`src/rtl/data_mem_arbiter_pkg.sv`:
```
// ============================================================================
// Module      : data_mem_arbiter_pkg
// Description : Shared memory-op encodings, widths and helpers for the
//               data-memory arbiter.
// Revision    : 1.0 - initial release
// ============================================================================
`default_nettype none

package data_mem_arbiter_pkg;

   localparam int MEM_OP_BITS = 2;
   localparam int ADDR_WIDTH  = 8;
   localparam int DATA_WIDTH  = 32;

   typedef logic [MEM_OP_BITS-1:0] mem_op_t;

   localparam mem_op_t MEM_OP_NOP   = 2'd0;
   localparam mem_op_t MEM_OP_READ  = 2'd1;
   localparam mem_op_t MEM_OP_WRITE = 2'd2;

   // Width needed to hold the values 0..limit inclusive.
   function automatic int cnt_width(input int limit);
      return (limit < 1) ? 1 : $clog2(limit + 1);
   endfunction

endpackage

`default_nettype wire

```
`src/rtl/arb_wait_counter.sv`:
```
// ============================================================================
// Module      : arb_wait_counter
// Description : Saturating refusal counter; at_limit flags LIMIT reached.
// Revision    : 1.0 - initial release
// ============================================================================
`default_nettype none

module arb_wait_counter
   import data_mem_arbiter_pkg::*;
#(
   parameter int LIMIT = 4
) (
   input  logic clk,
   input  logic reset,
   input  logic inc,
   input  logic clr,
   output logic at_limit
);

   localparam int               CNT_W   = cnt_width(LIMIT);
   localparam logic [CNT_W-1:0] CNT_MAX = CNT_W'(LIMIT);

   logic [CNT_W-1:0] count_q;
   logic [CNT_W-1:0] count_d;

   // Clear dominates increment; increment stops at the limit.
   always_comb begin
      count_d = count_q;
      if (clr) begin
         count_d = '0;
      end else if (inc && (count_q != CNT_MAX)) begin
         count_d = count_q + 1'b1;
      end
   end

   always_ff @(posedge clk) begin
      if (reset) begin
         count_q <= '0;
      end else begin
         count_q <= count_d;
      end
   end

   assign at_limit = (count_q == CNT_MAX);

endmodule

`default_nettype wire

```
`src/rtl/data_mem_arbiter.sv`:
```
// ============================================================================
// Module      : data_mem_arbiter
// Description : Arbitrates the single-port data RAM between the MEM stage and
//               a debug/loader port with halt and anti-starvation slots.
// Revision    : 1.0 - initial release
// ============================================================================
`default_nettype none

module data_mem_arbiter
   import data_mem_arbiter_pkg::*;
#(
   parameter int STARVE_LIMIT = 4,
   parameter int ADDR_W       = ADDR_WIDTH,
   parameter int DATA_W       = DATA_WIDTH
) (
   input  logic                   clk,
   input  logic                   reset,
   input  logic [MEM_OP_BITS-1:0] cpu_mem_op,
   input  logic [ADDR_W-1:0]      cpu_addr,
   input  logic [DATA_W-1:0]      cpu_wdata,
   output logic [DATA_W-1:0]      cpu_rdata,
   output logic                   cpu_stall,
   input  logic                   dbg_valid,
   input  logic                   dbg_write,
   input  logic [ADDR_W-1:0]      dbg_addr,
   input  logic [DATA_W-1:0]      dbg_wdata,
   output logic                   dbg_ready,
   output logic                   dbg_rvalid,
   output logic [DATA_W-1:0]      dbg_rdata,
   input  logic                   dbg_halt_req,
   output logic                   dbg_halted,
   output logic [ADDR_W-1:0]      ram_address,
   output logic [DATA_W-1:0]      ram_write_data,
   output logic [MEM_OP_BITS-1:0] ram_mem_op,
   input  logic [DATA_W-1:0]      ram_read_data
);

   localparam logic [0:0] ST_RUN  = 1'b0;
   localparam logic [0:0] ST_HALT = 1'b1;

   logic [0:0]        state_q;
   logic [0:0]        state_d;
   logic              dbg_rvalid_q;
   logic              dbg_rvalid_d;
   logic [DATA_W-1:0] dbg_rdata_q;
   logic [DATA_W-1:0] dbg_rdata_d;
   logic [DATA_W-1:0] cpu_rdata_q;
   logic [DATA_W-1:0] cpu_rdata_d;

   logic cpu_active;
   logic in_halt;
   logic at_limit;
   logic forced_slot;
   logic dbg_grant;
   logic cpu_grant;
   logic wait_inc;
   logic wait_clr;

   always_comb begin
      cpu_active  = (cpu_mem_op != MEM_OP_NOP);
      in_halt     = (state_q == ST_HALT);
      forced_slot = !in_halt && at_limit && dbg_valid;
      // Reset gates every grant so the RAM sees NOP while reset is held.
      dbg_grant   = !reset && (in_halt ? dbg_valid
                                       : (forced_slot || (!cpu_active && dbg_valid)));
      cpu_grant   = !reset && !in_halt && !forced_slot && cpu_active;
      wait_inc    = !in_halt && dbg_valid && !dbg_grant;
      wait_clr    = dbg_grant || !dbg_valid;
   end

   always_comb begin
      ram_address    = cpu_addr;
      ram_write_data = cpu_wdata;
      ram_mem_op     = MEM_OP_NOP;
      if (dbg_grant) begin
         ram_address    = dbg_addr;
         ram_write_data = dbg_wdata;
         ram_mem_op     = dbg_write ? MEM_OP_WRITE : MEM_OP_READ;
      end else if (cpu_grant) begin
         ram_mem_op = cpu_mem_op;
      end
   end

   always_comb begin
      state_d      = dbg_halt_req ? ST_HALT : ST_RUN;
      dbg_rvalid_d = dbg_grant && !dbg_write;
      dbg_rdata_d  = dbg_rvalid_d ? ram_read_data : dbg_rdata_q;
      cpu_rdata_d  = cpu_grant ? ram_read_data : cpu_rdata_q;
   end

   always_ff @(posedge clk) begin
      if (reset) begin
         state_q      <= ST_RUN;
         dbg_rvalid_q <= 1'b0;
         dbg_rdata_q  <= '0;
         cpu_rdata_q  <= '0;
      end else begin
         state_q      <= state_d;
         dbg_rvalid_q <= dbg_rvalid_d;
         dbg_rdata_q  <= dbg_rdata_d;
         cpu_rdata_q  <= cpu_rdata_d;
      end
   end

   arb_wait_counter #(
      .LIMIT (STARVE_LIMIT)
   ) u_wait_counter (
      .clk      (clk),
      .reset    (reset),
      .inc      (wait_inc),
      .clr      (wait_clr),
      .at_limit (at_limit)
   );

   assign cpu_rdata  = cpu_rdata_d;
   assign cpu_stall  = !reset && (in_halt || forced_slot);
   assign dbg_ready  = dbg_grant;
   assign dbg_halted = in_halt;
   assign dbg_rvalid = dbg_rvalid_q;
   assign dbg_rdata  = dbg_rdata_q;

endmodule

`default_nettype wire

```
`config.mk`:
```
export PLATFORM = sky130hd
export DESIGN_NAME = data_mem_arbiter
export DESIGN_NICKNAME = d
export VERILOG_FILES = /design/src/rtl/data_mem_arbiter_pkg.sv /design/src/rtl/arb_wait_counter.sv /design/src/rtl/data_mem_arbiter.sv
export SDC_FILE = /design/constraint.sdc
export NUM_CORES = 1
export LEC_CHECK = 0
export BUFFER_PORTS_ARGS = -buffer_cell sky130_fd_sc_hd__buf_4
export CORE_MARGIN = 5
export CORE_UTILIZATION = 44
export CTS_CLUSTER_SIZE = 40
export DETAILED_ROUTE_END_ITERATION = 6
export GPL_ROUTABILITY_DRIVEN = 0
export PLACE_DENSITY = 0.8
export REMOVE_ABC_BUFFERS = 1
export SYNTH_ARGS = -nofsm -noshare
export SYNTH_HDL_FRONTEND = slang
export SYNTH_SLANG_ARGS = --single-unit
```
`constraint.sdc`:
```
create_clock -name clk -period 2.6 [get_ports clk]
set_input_delay 0.52 -clock clk [delete_from_list [all_inputs] [get_ports clk]]
set_output_delay 0.52 -clock clk [all_outputs]
set_load 0.005 [all_outputs]
```
**Word-level counts from Yosys, hierarchy flattened**

Cells that the tools add are included.

- Add/subtract/negate cells: 1
- Equal/unequal tests: 2
- Muxes and demuxes: 8
- Reductions and logical operators: 24

Operators by type and width:

| kind | count |
|---|---|
| $mux W32 | 2 |
| $logic_and A1 B1 Y1 | 12 |
| $mux W8 | 1 |
| $logic_not A1 Y1 | 7 |
| $mux W2 | 3 |
| $add A3 B1 Y3 const B | 1 |
| $eq A3 B3 Y1 const B | 1 |
| $logic_or A1 B1 Y1 | 3 |
| $ne A3 B3 Y1 const B | 1 |
| $mux W1 | 2 |
| $reduce_bool A2 Y1 | 1 |
| $reduce_or A2 Y1 | 1 |

- Bits in registers: 69
- Input bits: 119
- Output and inout port bits: 110
- Word-level logic and storage cells: 40

**Longest topological paths before layout**

Gate-level depths: netlist of the first run.

- Depth in word-level cells: 9
- Mapped depth: 8
- Depth with buffers taken out: 6

**Hierarchy**

Synthesis of the first run repeated with hierarchy kept, for this count alone.

- Cells, all modules: 362
- Area, all modules: 3617.2 µm²

By module, submodules not included:

| module | instances | cells an instance | area an instance (µm²) | seq. area each (µm²) |
|---|---|---|---|---|
| data_mem_arbiter | 1 | 344 | 3429.5 | 1321.3 |
| arb_wait_counter | 1 | 18 | 187.7 | 60.1 |

**Least setup slack after synthesis of the first run**

No wires, ideal clock.

- Path type: reg2out
- Start: register u_wait_counter.count_q[0]
- End: output ram_address[5]
- Data arrival time: 1.675 ns
- Data required time: 2.080 ns
- Path slack: 0.405 ns
- Cell stages (with the launch flop): 8
- Path buffers: 2
- Path through: dfxtp_1 inv_1 ha_1 and2_1 buf_6 o21ai_4 buf_6 mux2_2

- Cells in the longest elaborated chain, start to end: 7

Ends and longest elaborated chain:

| what | RTL line | RTL |
|---|---|---|
| start: declaration | arb_wait_counter.sv:23 | `logic [CNT_W-1:0] count_q;` |
| start signal: assignment | arb_wait_counter.sv:40 | `count_q <= count_d;` |
| $eq A3 B3 Y1 | arb_wait_counter.sv:44 | `assign at_limit = (count_q == CNT_MAX);` |
| $logic_and A1 B1 Y1 (2 in a row) | data_mem_arbiter.sv:62 | `forced_slot = !in_halt && at_limit && dbg_valid;` |
| $logic_or A1 B1 Y1 | data_mem_arbiter.sv:65 | `: (forced_slot \|\| (!cpu_active && dbg_valid)));` |
| $mux W1 | data_mem_arbiter.sv:64 | `dbg_grant = !reset && (in_halt ? dbg_valid` |
| $logic_and A1 B1 Y1 | data_mem_arbiter.sv:64 |  |
| $mux W8 | data_mem_arbiter.sv:75 | `if (dbg_grant) begin` |
| end: declaration | data_mem_arbiter.sv:32 | `output logic [ADDR_W-1:0] ram_address,` |

Every way passes these cells.

**Worst setup path in the final report of the first run**

- Start: register u_wait_counter.count_q[0]
- End: output ram_write_data[27]

- Cells in the longest elaborated chain, start to end: 7

Ends and longest elaborated chain:

| what | RTL line | RTL |
|---|---|---|
| $eq A3 B3 Y1 | arb_wait_counter.sv:44 |  |
| $logic_and A1 B1 Y1 (2 in a row) | data_mem_arbiter.sv:62 |  |
| $logic_or A1 B1 Y1 | data_mem_arbiter.sv:65 |  |
| $mux W1 | data_mem_arbiter.sv:64 |  |
| $logic_and A1 B1 Y1 | data_mem_arbiter.sv:64 |  |
| $mux W32 | data_mem_arbiter.sv:75 |  |
| end: declaration | data_mem_arbiter.sv:33 | `output logic [DATA_W-1:0] ram_write_data,` |

Every way passes these cells.

==> reports/metrics.yaml, run 1 <==
place:
  place_hpwl_um: 10400
  place_inst: 776
  port_buffers: 228
  dp_slack_ns: 0.261
routing:
  drt_wl_total_um: 14900
  drt_iter0_markers: 278
  drtAntennaViolNets: 0
  wl_met1_um: 6280
  drtPass1Iterations: 5
  route.detailed.drc: 0
  post_drt_wl_per_cell_um: 18.7
  route.met3.wl_um: 1200
  viasPerCell: 5.59
  topRoutingLayerUsed: "met4"
  vias: 4457
  routed-wl-met2_um: 7270
critical_path:
  crit_path_max_fanout: 11
  critPathKind: "flop to output pin"
  rrSetupSlack_ns: 0.97
  r2r_cells: 6
  worst_setup_path_start_kind: "flop"
  arrival_ns: 2.04
  end_kind: "output pin"
  cp.required_ns: 2.08
min_path:
  hp-class: "primary input to flop"
  hold_depth: 2
sta:
  fmax_ghz: 0.391
  layout_setup_ws_ns: 0.0414
  finalCritPeriodShare_pct: 98.4
  slew_headroom_pct: 49.0
  period_minus_slack_ns: 2.56
  worst_pin_slew_ns: 0.764
  finClkSkew_ns: 0.00831
  drv_slew: 0
  hold_viol: 0
  setup_viol: 0
  rsz0062_at_grt: "yes"
global_routing:
  grt.total_usage_pct: 24.9
  antenna_found_initial: 0
  grt_pass1_wl_um: 22500
  grt_max_degree: 65
  grt_pass1_vias: 4250
  grt_overflow: 0
die:
  start_util_pct: 45.2
  rows: 34
  io-pin-count: 229
  core-area_um2: 8760
  fp.dieW_um: 105
  die_h_um: 105
  die-area_um2: 11000
clock_network:
  htreeDepth: 3
  clock_latency_ns: 0.34
  cts_tree: "built"
  cts-root-buf: "clkbuf_8"
  numCtsBuffers: 9
  clock_path_buffers: 2
  clock_sinks: 69
  clkSlewWorstSetupHoldPaths_ns: 0.07
  cts_hold_buf: 0
job:
  maxCapViolCount: 0
layout:
  syn_to_final_growth_pct: 52.1
  fin_cells: 798
  nFillCells: 716
  layout.nets: 806
  layout-drive-gt1-share_pct: 46.5
  antenna_cells: 0
synthesis:
  ys_ff_latch: 69
  ys_seq_area_share_pct: 34.8
  ys_warn_count: 0
  avgSynthCellArea_um2: 8.33
  synth.distinct_cells: 31
  syn_area_um2: 3970
  postSynthCellCount: 476
power:
  p_per_area_nw_per_um2: 473
  leakagePower_nw: 2.77
  total_power_mw: 2.85
  ir_drop_mv: 0.337
run_status:
  status: "finished clean"
==> area by class of cell <==
type / count / area, um^2 / area share, %
clock buffer: 11 / 141 / 2.34
clock inverter: 5 / 58.8 / 0.975
inverter: 36 / 135 / 2.24
multi-input combinational: 322 / 2210 / 36.7
sequential: 69 / 1380 / 22.9
tap: 108 / 135 / 2.24
timing repair buffer: 247 / 1970 / 32.6
==> where the power goes <==
part           switching (mW)  leakage (nW)  internal, mW
Combinational           0.356          2.11         0.436
Sequential             0.0315         0.568          1.14
Clock                   0.422        0.0959         0.471
Total                   0.809          2.77          2.04
==> critical path, cell delays in order (launching register included) <==
cell       delay [ns]
dfxtp_2          0.34
inv_1            0.07
ha_4             0.18
and2_4           0.17
o21ai_4          0.15
bufbuf_16        0.31
mux2_2           0.34
buf_4            0.14
==> worst paths after layout <==
| check | startpoint | to |
|---|---|---|
| max | u_wait_counter.count_q[0]$_SDFFE_PP0P_ | ram_write_data[27] |
| min | dbg_write | dbg_rvalid$_SDFF_PP0_ |
| max reg2reg | u_wait_counter.count_q[0]$_SDFFE_PP0P_ | cpu_rdata_q[2]$_SDFF_PP0_ |
| min reg2reg | u_wait_counter.count_q[0]$_SDFFE_PP0P_ | u_wait_counter.count_q[0]$_SDFFE_PP0P_ |
==> flip-flops by register name, summed over array words and instances, names as in the netlist <==
signal,count
u_wait_counter.count_q,3
cpu_rdata_q,32
dbg_halted,1
dbg_rdata,32
dbg_rvalid,1
==> cell usage after synthesis <==
| library cell | number | area share, % |
|---|---|---|
| a21o_1 | 1 | 0.19 |
| a22o_1 | 1 | 0.22 |
| a311oi_4 | 1 | 0.66 |
| and2_1 | 3 | 0.47 |
| and4_1 | 1 | 0.22 |
| buf_2 | 5 | 0.63 |
| buf_4 | 4 | 0.76 |
| buf_6 | 8 | 2.3 |
| clkbuf_1 | 32 | 3.0 |
| dfxtp_1 | 69 | 35 |
| ha_1 | 2 | 0.63 |
| inv_1 | 35 | 3.3 |
| inv_2 | 1 | 0.095 |
| mux2_2 | 40 | 11 |
| mux2i_1 | 1 | 0.25 |
| nand2_1 | 34 | 3.2 |
| nand2b_1 | 2 | 0.32 |
| nand3_1 | 96 | 12 |
| nor2_1 | 2 | 0.19 |
| nor2b_1 | 35 | 5.5 |
| nor3_1 | 1 | 0.13 |
| nor4_1 | 1 | 0.16 |
| o2111ai_1 | 32 | 7.1 |
| o21ai_0 | 1 | 0.13 |
| o21ai_1 | 32 | 4.0 |
| o21ai_4 | 1 | 0.41 |
| o21ba_2 | 1 | 0.25 |
| o21bai_2 | 1 | 0.28 |
| o31ai_1 | 24 | 4.5 |
| o31ai_2 | 8 | 2.5 |
| or2_0 | 1 | 0.16 |
==> per-layer routing <==
metal / vias to the layer above / track usage, %
li1: 2129 / -
met1: 2105 / 32.6
met2: 209 / 41.3
met3: 14 / 6.60
met4: 0 / 4.93
met5: - / 0
==> stage by stage <==
step	setup TNS (ns)	cell area [um^2]	utilization [%]	hold WS, ns
2_1_floorplan	-60.94	3700	-	0.428
3_3_place_gp	0	5680	64.8	0.442
3_5_place_dp	0	5680	64.8	0.458
4_1_cts	0	5960	68.0	0.359
5_1_grt	-0.208	6030	68.8	0.363
6_report	0	6030	68.8	0.376
==> kinds of logic (layout without fill, tap and decap cells) <==
| group | count (synthesis) | after routing | synth area share, % |
|---|---|---|---|
| buffers and inverters | 85 | 299 | 10.1 |
| adders and majority gates | 2 | 2 | 0.631 |
| AOI/OAI and AO/OA | 103 | 103 | 20.3 |
| muxes | 41 | 41 | 11.6 |
| and+or+nand+nor | 176 | 176 | 22.5 |
| DFF | 69 | 69 | 34.8 |
==> what timing repair did <==
item | CTS | global route
pin swaps | 1 | 0
gates cloned | 2 | 2
setup endpoints to repair | 73 | 70
buffers inserted | 2 | 0
hold endpoints to repair | 0 | 0
gates resized for setup | 4 | 5
==> layout by cell type (no fill, tap or decap), drive strengths merged, types with 2 or more instances in the layout <==
master,n
nand3,96
inv,37
ha,2
clkinvlp,2
mux2,40
nor2b,35
and2,3
clkbuf,13
nor2,2
dfxtp,69
nand2b,2
o21ai,34
nand2,34
o31ai,32
o2111ai,32
buf,244
No activity file was read; power rests on OpenSTA's default activity.
==> run 2, diff against run 1 <==
CTS_CLUSTER_DIAMETER = 30   (was default)
SETUP_SLACK_MARGIN = 0.4   (was default)
==> run 2 against run 1 <==
Net effect: clock skew is 0.0095 ns higher; non-clock buffer count increased by 50; first-iteration DRC count up 35%; die area is the same; sequential power about the same; critical endpoint unchanged.
==> reports/metrics.yaml, run 2 (synthesis gave the netlist of run 1 again) <==
sta:
  period_minus_slack_ns: 2.55
  layout_setup_ws_ns: 0.0452
  slew_headroom_pct: 49.1
  rsz0062_at_grt: "yes"
  finalCritPeriodShare_pct: 98.3
  drv_slew: 0
  finClkSkew_ns: 0.0178
  worst_pin_slew_ns: 0.764
  hold_viol: 0
  final.setup.tns_ns: 0
  setup_viol: 0
  fmax_ghz: 0.391
clock_network:
  htreeDepth: 3
  cts-root-buf: "clkbuf_8"
  cts_tree: "built"
  clock_path_buffers: 2
  cts_hold_buf: 0
  numCtsBuffers: 9
  clock_latency_ns: 0.36
  clock_sinks: 69
  clkSlewWorstSetupHoldPaths_ns: 0.08
place:
  port_buffers: 228
  place_inst: 776
  placed_area_um2: 5680
  dp_slack_ns: 0.261
  place_hpwl_um: 10400
critical_path:
  cp.required_ns: 2.08
  r2r_cells: 15
  critPathKind: "flop to output pin"
  arrival_ns: 2.03
  end_kind: "output pin"
  crit_path_max_fanout: 11
  worst_setup_path_start_kind: "flop"
routing:
  vias: 4957
  drt_iter0_markers: 374
  route.detailed.drc: 0
  drtPass1Iterations: 6
  drtAntennaViolNets: 0
  viasPerCell: 5.85
  drt_wl_total_um: 18900
  post_drt_wl_per_cell_um: 22.3
layout:
  area.sequential_um2: 1380
  nFillCells: 499
  layout.nets: 856
  final_common_cell: "buf_4"
  post-route-util_pct: 83.1
  layout-drive-gt1-share_pct: 59.2
  multi_input_area_um2: 2770
  stdcell_area_um2: 7280
  fin_cells: 848
  antenna_cells: 0
  syn_to_final_growth_pct: 83.7
  final_cell_mix: "buf_4 (252), dfxtp_1 (67), nand3_1 (64), nor2b_1 (34)"
die:
  fp.dieW_um: 105
  rows: 34
  die-area_um2: 11000
  die_h_um: 105
  io-pin-count: 229
  start_util_pct: 45.2
  core-area_um2: 8760
run_status:
  status: "finished clean"
global_routing:
  antenna_found_initial: 0
  grt.total_usage_pct: 30.1
  grt_pass1_wl_um: 26800
  grt_overflow: 0
  grt_max_degree: 45
  grt_pass1_vias: 4807
job:
  maxCapViolCount: 0
power:
  leakagePower_nw: 3.27
  p_per_area_nw_per_um2: 436
  ir_drop_mv: 0.331
min_path:
  hold_depth: 2
  hp-class: "primary input to flop"
run 2: final timing paths:
path,startpoint,endpoint,slack (ns)
setup / recovery,u_wait_counter.count_q[0]$_SDFFE_PP0P_,ram_write_data[27],0.05
hold / removal,dbg_write,dbg_rvalid$_SDFF_PP0_,0.36
setup reg to reg,u_wait_counter.count_q[0]$_SDFFE_PP0P_,cpu_rdata_q[27]$_SDFF_PP0_,0.32
hold reg to reg,cpu_rdata_q[12]$_SDFF_PP0_,cpu_rdata_q[12]$_SDFF_PP0_,0.48
run 2: stage by stage:
stage	hold slack, ns	total power, mW
after floorplan	0.428	1.48
after global placement	0.442	1.93
after detailed placement	0.458	1.95
after CTS	0.357	3.04
after global routing	0.368	3.28
final	0.364	3.17
run 2: worst max-delay path: stages, from the launching register on:
cell and delay, ns:
dfxtp_2 0.34, inv_2 0.05, ha_4 0.17, and2_4 0.17
o21ai_4 0.17, buf_4 0.16, buf_16 0.14, mux2_2 0.36
buf_4 0.14
run 2: area by class of cell:
| cell class | count | share of cell area, % |
|---|---|---|
| clock buffers | 11 | 1.94 |
| well taps | 108 | 1.86 |
| repair buffers | 297 | 36.5 |
| flip-flops and latches | 69 | 19.0 |
| clock inverters | 5 | 0.807 |
| inverters | 36 | 1.86 |
| multi-input cells | 322 | 38.0 |
run 2: power breakdown:
part	switching (mW)	internal, mW	total [mW]
sequential	0.0341	1.14	1.17
combinational	0.492	0.590	1.08
clock	0.450	0.472	0.921
run 2: metal layers:
metal | wire length, um | track usage (%)
met4 | 626 | 8.77
met1 | 7190 | 38.8
met3 | 1530 | 5.92
met2 | 9540 | 50.9
met5 | 0 | 0
run 2: repair_timing:
item,CTS,global route
setup buffers,38,6
gates cloned,12,0
resized for setup,87,72
pin swaps,26,5
endpoints found under the setup margin,76,77
